**src/rtl/fetch_unit.sv**
```systemverilog
// Instruction-fetch stage: owns the PC and fetches one word at a time from
// instruction memory over a req/gnt + rvalid handshake. It holds that word
// for decode and applies the next-PC rule when decode consumes it.
module fetch_unit #(
  parameter logic [31:0] RESET_PC = 32'h0000_0000
) (
  input  logic        clk,
  input  logic        rst,
  output logic        imem_req,
  output logic [31:0] imem_addr,
  input  logic        imem_gnt,
  input  logic        imem_rvalid,
  input  logic [31:0] imem_rdata,
  output logic [31:0] instr,
  output logic        instr_valid,
  input  logic        instr_ready,
  output logic [31:0] pc_out,
  output logic [31:0] pc_plus4,
  input  logic        branch_taken,
  input  logic        jump,
  input  logic [31:0] sign_imm
);

  // A misaligned reset value is forced onto a word boundary, so every PC is aligned.
  localparam logic [31:0] RESET_PC_ALIGNED = {RESET_PC[31:2], 2'b00};

  typedef enum logic [1:0] {
    FETCH = 2'd0,
    WAIT  = 2'd1,
    HAVE  = 2'd2
  } state_t;

  state_t      state_q, state_d;
  logic [31:0] pc_q, pc_d;
  logic [31:0] instr_q, instr_d;
  logic [31:0] next_pc;
  logic [31:0] branch_offset;
  logic        fetch_req;

  assign pc_out        = pc_q;
  assign pc_plus4      = pc_q + 32'd4;
  assign imem_addr     = pc_q;
  assign instr         = instr_q;
  assign instr_valid   = (state_q == HAVE);
  assign branch_offset = sign_imm << 2;
  // The request is held low while reset is asserted, even though the state is already FETCH.
  assign imem_req      = fetch_req & ~rst;

  // Next-PC selection for the held instruction: jump wins over branch, branch wins over sequential.
  always_comb begin
    next_pc = pc_plus4;
    if (jump) begin
      next_pc = {pc_plus4[31:28], instr_q[25:0], 2'b00};
    end else if (branch_taken) begin
      next_pc = pc_plus4 + branch_offset;
    end
  end

  // FSM next-state logic. Memory responses are accepted only in WAIT, so a stale rvalid is discarded.
  always_comb begin
    state_d   = state_q;
    pc_d      = pc_q;
    instr_d   = instr_q;
    fetch_req = 1'b0;
    case (state_q)
      FETCH: begin
        fetch_req = 1'b1;
        if (imem_gnt) begin
          state_d = WAIT;
        end
      end
      WAIT: begin
        if (imem_rvalid) begin
          instr_d = imem_rdata;
          state_d = HAVE;
        end
      end
      HAVE: begin
        if (instr_ready) begin
          pc_d    = next_pc;
          state_d = FETCH;
        end
      end
      default: begin
        state_d = FETCH;
      end
    endcase
  end

  // State, PC and held-instruction registers, with asynchronous reset.
  always_ff @(posedge clk or posedge rst) begin
    if (rst) begin
      state_q <= FETCH;
      pc_q    <= RESET_PC_ALIGNED;
      instr_q <= 32'h0000_0000;
    end else begin
      state_q <= state_d;
      pc_q    <= pc_d;
      instr_q <= instr_d;
    end
  end

endmodule

```
**config.mk**
```make
export PLATFORM = sky130hd
export DESIGN_NAME = fetch_unit
export DESIGN_NICKNAME = d
export VERILOG_FILES = /design/src/rtl/fetch_unit.sv
export SDC_FILE = /design/constraint.sdc
export NUM_CORES = 1
export LEC_CHECK = 0
export BUFFER_PORTS_ARGS = -buffer_cell sky130_fd_sc_hd__buf_4
export CAP_MARGIN = 20
export CORE_MARGIN = 1.5
export CORE_UTILIZATION = 51
export CTS_BUF_LIST = sky130_fd_sc_hd__clkbuf_4 sky130_fd_sc_hd__clkbuf_8 sky130_fd_sc_hd__clkbuf_16
export DETAILED_ROUTE_END_ITERATION = 7
export PLACE_DENSITY = 0.81
export SLEW_MARGIN = 25
export SYNTH_ARGS = -nofsm -noshare
export SYNTH_HDL_FRONTEND = slang
export SYNTH_SLANG_ARGS = --single-unit
```
**constraint.sdc**
```tcl
create_clock -name clk -period 5.01 [get_ports clk]
set_input_delay 1.503 -clock clk [delete_from_list [all_inputs] [get_ports clk]]
set_output_delay 1.503 -clock clk [all_outputs]
set_load 0.03 [all_outputs]
```
==> results of run 1 <==
path summary, 6_finish.rpt:
path / to / slack [ns] / depth (start not counted)
worst max-delay path: imem_addr[31] / 0.60 / 16
worst min-delay path: state_q[0] / 0.49 / 1
worst max register to register: imem_addr[31] / 0.60 / 16
worst min register to register: state_q[0] / 0.49 / 1
max in group asynchronous: instr[10] / 2.83 / 3
min in group asynchronous: imem_addr[19] / 1.30 / 2
power breakdown:
group,switching (mW),internal [mW],total [mW]
sequential,0.382,0.759,1.14
combinational,2.15,1.35,3.50
clock,0.199,0.298,0.497
total,2.73,2.40,5.13
Yosys cell counts (3+ instances only):
master | n | area (µm²)
dfrtp_1 | 64 | 1600
nand2_1 | 60 | 225
o21ai_0 | 46 | 230
a21oi_1 | 42 | 210
nor2_1 | 39 | 146
buf_4 | 38 | 285
ha_1 | 36 | 450
mux2_2 | 32 | 360
xor2_1 | 25 | 219
xnor2_1 | 24 | 210
nand3_1 | 22 | 110
clkbuf_1 | 21 | 78.8
a211oi_1 | 16 | 120
a21o_1 | 16 | 120
inv_1 | 11 | 41.3
and3_1 | 9 | 56.3
nand4_1 | 9 | 56.3
nor2b_1 | 8 | 50.1
mux2i_1 | 6 | 60.1
nor3_1 | 6 | 30.0
o21a_1 | 6 | 45.0
o22ai_1 | 5 | 31.3
nand2b_1 | 4 | 25.0
o211ai_1 | 4 | 30.0
o21bai_1 | 4 | 30.0
a31oi_1 | 3 | 18.8
and2_1 | 3 | 18.8
and4_1 | 3 | 26.3
nand4b_1 | 3 | 26.3
cells by family after synthesis:
family / Yosys count / share of synthesized area [%]
AO/OA/AOI/OAI: 165 / 19.2
XOR/XNOR: 50 / 8.28
adder cells (fa/ha/maj): 37 / 8.75
buffers and inverters: 75 / 8.40
flip-flops: 64 / 29.8
multiplexers: 38 / 7.82
other: 1 / 0.0697
AND/OR/NAND/NOR: 184 / 17.7
stage by stage:
| stage | cell area (µm²) | hold slack, ns | instances | utilization, % |
|---|---|---|---|---|
| final | 6870 | 0.490 | 905 | 66.8 |
| after global routing | 6870 | 0.522 | 905 | 66.8 |
| after global placement | 6640 | 0.451 | 889 | 64.6 |
| after detailed placement | 6640 | 0.474 | 889 | 64.6 |
| after CTS | 6870 | 0.483 | 905 | 66.8 |
| after floorplan | 5400 | 0.432 | 619 | - |
state kept, by name, indices dropped and copies added (netlist names):
name and flops:
state_q 2, instr 32, imem_addr 30
worst max-delay path, cell delays in order, from the launching register on:
cell and delay [ns]:
dfrtp_1 0.54, and4_4 0.31, nand4_4 0.16, nor3_4 0.30
and2_1 0.39, nand3_1 0.14, xnor2_1 0.26, ha_1 0.37
and4_1 0.26, nor2b_1 0.14, a21bo_2 0.18, a211oi_1 0.04
nor3_1 0.45, o221ai_1 0.23, a21oi_1 0.29, a41o_1 0.12
nand4_1 0.07
per-layer routing:
layer	up-vias	track usage, %
met5	-	0
met4	0	7.72
met3	21	4.14
met2	229	43.9
met1	2470	41.0
li1	2474	-
final cells by class:
| cell class | instances | area, µm² | area share (%) |
|---|---|---|---|
| clock inverters | 5 | 80.1 | 1.17 |
| clock buffers | 11 | 145 | 2.11 |
| well taps | 136 | 170 | 2.48 |
| flip-flops and latches | 64 | 1600 | 23.3 |
| repair buffers | 198 | 1490 | 21.6 |
| multi-input cells | 480 | 3340 | 48.7 |
| inverters | 11 | 41.3 | 0.601 |
==> summary.txt, run 1 <==
Run status
  • Status: completed

Clock tree
  • Root Driver: clkbuf_8
  • Hold Buf Count CTS: 0
  • # clock sinks: 64
  • Num CTS Buffers: 9
  • CTS tree: built
  • Post-CTS Resized: 0
  • Reg clk slew, reported paths: 0.07 ns
  • Max Root-Sink Buffers: 2
  • Setup bufs post-CTS: 0
  • Skew-Pair Late Insertion Delay: 0.35 ns
  • H-Tree Depth: 3

Yosys
  • Top_reg_cell synth: dfrtp_1
  • Post-Syn Area: 5380 µm²
  • Avg Cell Area, Syn: 8.76 µm²
  • Synth unique cells: 69
  • Seq/Total Area, Yosys: 29.8%
  • Yosys warns: 0
  • FF+latch count, synth: 64
  • Asr flop ratio synth: 100%
  • Post-synth EDFFs: 0
  • Cell count after synthesis: 614

Setup path
  • Worst flop-to-flop path startpoint: imem_addr[5]
  • Worst EP required: 5.21 ns
  • Endpoint class of the critical path: flip-flop
  • Worst Path Max Fanout: 8
  • Arrival @ worst endpoint: 4.61 ns
  • Worst setup path start: imem_addr[5]
  • Crit path launch type: flip-flop
  • Crit Path Class: reg -> reg

Timing
  • Max frequency: 227 MHz
  • Count of final hold-check violations: 0
  • Min cycle time layout: 4.41 ns
  • Rel. slew slack: 36.4%
  • RSZ-0062 raised after global routing: false
  • Setup TNS Final: 0 ns
  • Final setup violation count: 0
  • Final Cycle Share: 88.0%
  • PnR worst setup slack: 0.603 ns
  • Final clock skew: 0.0100 ns
  • Worst Tran Pin Value: 0.952 ns
  • Final Max Slew Viols: 0

Final layout
  • Commonest non-fill, non-tap cell in the layout: buf_4
  • Commonest non-fill, non-tap cells in the layout: buf_4, dfrtp_1, nand2_1
  • Nets: 872
  • Fillers: 846
  • Area Overhead vs Synth: 27.7%
  • Antenna fix cells: 0
  • Share of layout cells above drive strength 1: 33.8%

Global routing
  • Largest net degree at the start of global routing: 49
  • Grt ovf: 0
  • Gr usage total: 28.3%
  • First-pass GRT wire length: 25100 µm
  • Vias in the first global route: 4912
  • Initial antenna violation count: 0

Routing
  • Post-Route WL: 15800 µm
  • Routed met2 length: 7220 µm
  • Drt drc: 0
  • Routed length per placed instance: 17.4 µm
  • Initial drt markers: 375
  • Routed Antenna Nets: 0
  • TritonRoute pass-1 iters: 5
  • Vias per inst: 5.74
  • Metal3 WL: 1060 µm
  • Top Layer Used: met4
  • Via Count: 5194
  • Met1 wire length: 7240 µm

Power
  • Worst vdd ir: 0.000448 V
  • P per Cell Area: 748 nW/µm²
  • Leakage: 3.34 nW
  • Total power: 5.13 mW

Placed design
  • Setup WS pre-CTS: 0.621 ns
  • Input/output buffers: 192
  • GP Congestion: 0.945
  • Final HPWL DP: 12300 µm

Die
  • Number of cell rows: 37
  • Core footprint: 10300 µm²
  • DIE AREA: 11200 µm²
  • Initial Util: 52.3%
  • Die Y: 106 µm
  • IO Pins: 201
  • Die width: 106 µm

Job
  • Max_cap viols: 0

Worst hold path
  • Hold Path Origin: state_q[1]
  • Worst min path class: reg -> reg
(Power assumes the default switching activity.)
==> run 2, diff against run 1 <==
==> constraint.sdc (replaced) <==
create_clock -name clk -period 4.4 [get_ports clk]
set_input_delay 1.32 -clock clk [delete_from_list [all_inputs] [get_ports clk]]
set_output_delay 1.32 -clock clk [all_outputs]
set_load 0.03 [all_outputs]
==> summary.txt, run 2 (synthesized netlist as in run 1, its figures left out) <==
Placed design
  • Setup WS pre-CTS: 0.262 ns
  • GP Congestion: 0.927
  • Input/output buffers: 192
  • DP Cell Count: 898
  • Final HPWL DP: 12400 µm

Clock tree
  • Setup bufs post-CTS: 0
  • Post-CTS Resized: 0
  • Root Driver: clkbuf_8
  • Reg clk slew, reported paths: 0.07 ns
  • Num CTS Buffers: 9
  • # clock sinks: 64
  • CTS tree: built
  • Max Root-Sink Buffers: 2
  • H-Tree Depth: 3
  • Skew-Pair Late Insertion Delay: 0.34 ns
  • Hold Buf Count CTS: 0

Final layout
  • Commonest non-fill, non-tap cells in the layout: buf_4, dfrtp_1, nand2_1
  • Commonest non-fill, non-tap cell in the layout: buf_4
  • Non-Filler Instances: 914
  • Nets: 881
  • Fillers: 875
  • Max FFs per register: 32
  • Area Overhead vs Synth: 28.5%
  • Share of layout cells above drive strength 1: 34.8%
  • Antenna fix cells: 0

Timing
  • Final clock skew: 0.0119 ns
  • Min cycle time layout: 4.06 ns
  • Final Cycle Share: 92.2%
  • PnR worst setup slack: 0.344 ns
  • Setup TNS Final: 0 ns
  • Max frequency: 247 MHz
  • Final Max Slew Viols: 0
  • Worst Tran Pin Value: 0.719 ns
  • Final setup violation count: 0
  • Rel. slew slack: 52.0%
  • RSZ-0062 raised after global routing: false
  • Count of final hold-check violations: 0

Setup path
  • Crit path cell chain: and4_4, nand4_4, nor3_4, buf_4, nand2_1, xnor2_1, ha_1, a21oi_1, o21bai_1, a21o_1, a32o_1, nor3_1, o221ai_1, a21oi_1, a41o_1, nand4_1
  • Endpoint class of the critical path: flip-flop
  • Worst Path Max Fanout: 7
  • Arrival @ worst endpoint: 4.27 ns
  • Worst EP required: 4.61 ns
  • Slowest cell on the critical path: dfrtp_1
  • Crit Path Class: reg -> reg
  • CP dominant cell by count: a21oi_1
  • Max stage delay on crit path: 0.50 ns
  • Crit path launch type: flip-flop

Global routing
  • Gr usage total: 28.4%
  • Initial antenna violation count: 0
  • First-pass GRT wire length: 25300 µm
  • Grt ovf: 0
  • Largest net degree at the start of global routing: 49
  • Vias in the first global route: 4877

Die
  • DIE AREA: 11200 µm²
  • Core footprint: 10300 µm²
  • Number of cell rows: 37
  • Die width: 106 µm
  • Initial Util: 52.3%
  • IO Pins: 201
  • Die Y: 106 µm

Power
  • Total power: 5.82 mW
  • Leakage: 3.39 nW
  • P per Cell Area: 842 nW/µm²
  • Worst vdd ir: 0.000488 V

Routing
  • Routed Antenna Nets: 0
  • Drt drc: 0
  • Initial drt markers: 316
  • Via Count: 5207
  • Routed length per placed instance: 17.2 µm
  • TritonRoute pass-1 iters: 5
  • Post-Route WL: 15700 µm
  • Vias per inst: 5.70

Job
  • Max_cap viols: 0

Worst hold path
  • Worst min path class: reg -> reg

Run status
  • Status: completed
==> run 2: cell count changes in the layout (fill, tap and decap cells not counted), moves of 2 or more <==
cell | previous run | this run
buf_4 | 198 | 207
clkbuf_4 | 1 | 3
clkinv_2 | 1 | 3
clkinvlp_4 | 2 | 0
==> run 2: cell type report <==
cell class                 instances  area [µm²]  share of cell area [%]
clock buffer                      12         146                    2.12
clock inverter                     4        45.0                   0.652
inverter                          11        41.3                   0.598
multi-input combinational        480        3350                    48.5
sequential                        64        1600                    23.2
tap                              136         170                    2.46
timing repair buffer             207        1550                    22.5
==> run 2: worst paths after layout <==
path / startpoint / to / slack [ns] / cells after the start
worst max-delay path: imem_addr[6] / imem_addr[31] / 0.34 / 16
worst min-delay path: state_q[1] / state_q[0] / 0.48 / 1
worst max register to register: imem_addr[6] / imem_addr[31] / 0.34 / 16
worst min register to register: state_q[1] / state_q[0] / 0.48 / 1
max in group asynchronous: rst / imem_addr[8] / 2.46 / 3
min in group asynchronous: rst / imem_addr[31] / 1.09 / 2
==> run 2: critical path, delay by kind of cell (launching register included) <==
kind	cells	cell delay [ns]
compound gates	7	1.52
xor+xnor	1	0.25
fa+ha+maj	1	0.37
buf+inv	1	0.16
flops	1	0.50
simple gates	6	1.13
==> run 2: per-stage QoR <==
| stage | instance area [µm²] | hold WS, ns | utilization, % |
|---|---|---|---|
| 4_1_cts | 6900 | 0.483 | 67.1 |
| 3_5_place_dp | 6710 | 0.472 | 65.3 |
| 2_1_floorplan | 5400 | 0.432 | - |
| 3_3_place_gp | 6710 | 0.457 | 65.3 |
| 6_report | 6910 | 0.482 | 67.2 |
| 5_1_grt | 6910 | 0.513 | 67.2 |
==> run 2: routing by layer <==
metal	global-route usage (%)	vias to the layer above	routed length, µm
met1	41.9	2473	7250
met4	7.34	0	170
met3	3.96	17	1130
met2	43.6	220	7160
met5	0	-	0
li1	-	2497	-
==> run 2: power by group <==
part           internal [mW]  leakage [nW]  switching (mW)  total (mW)
clock                  0.278         0.104           0.213       0.491
combinational           1.57          2.51            2.48        4.06
sequential             0.865         0.768           0.403        1.27
total                   2.72          3.39            3.10        5.82
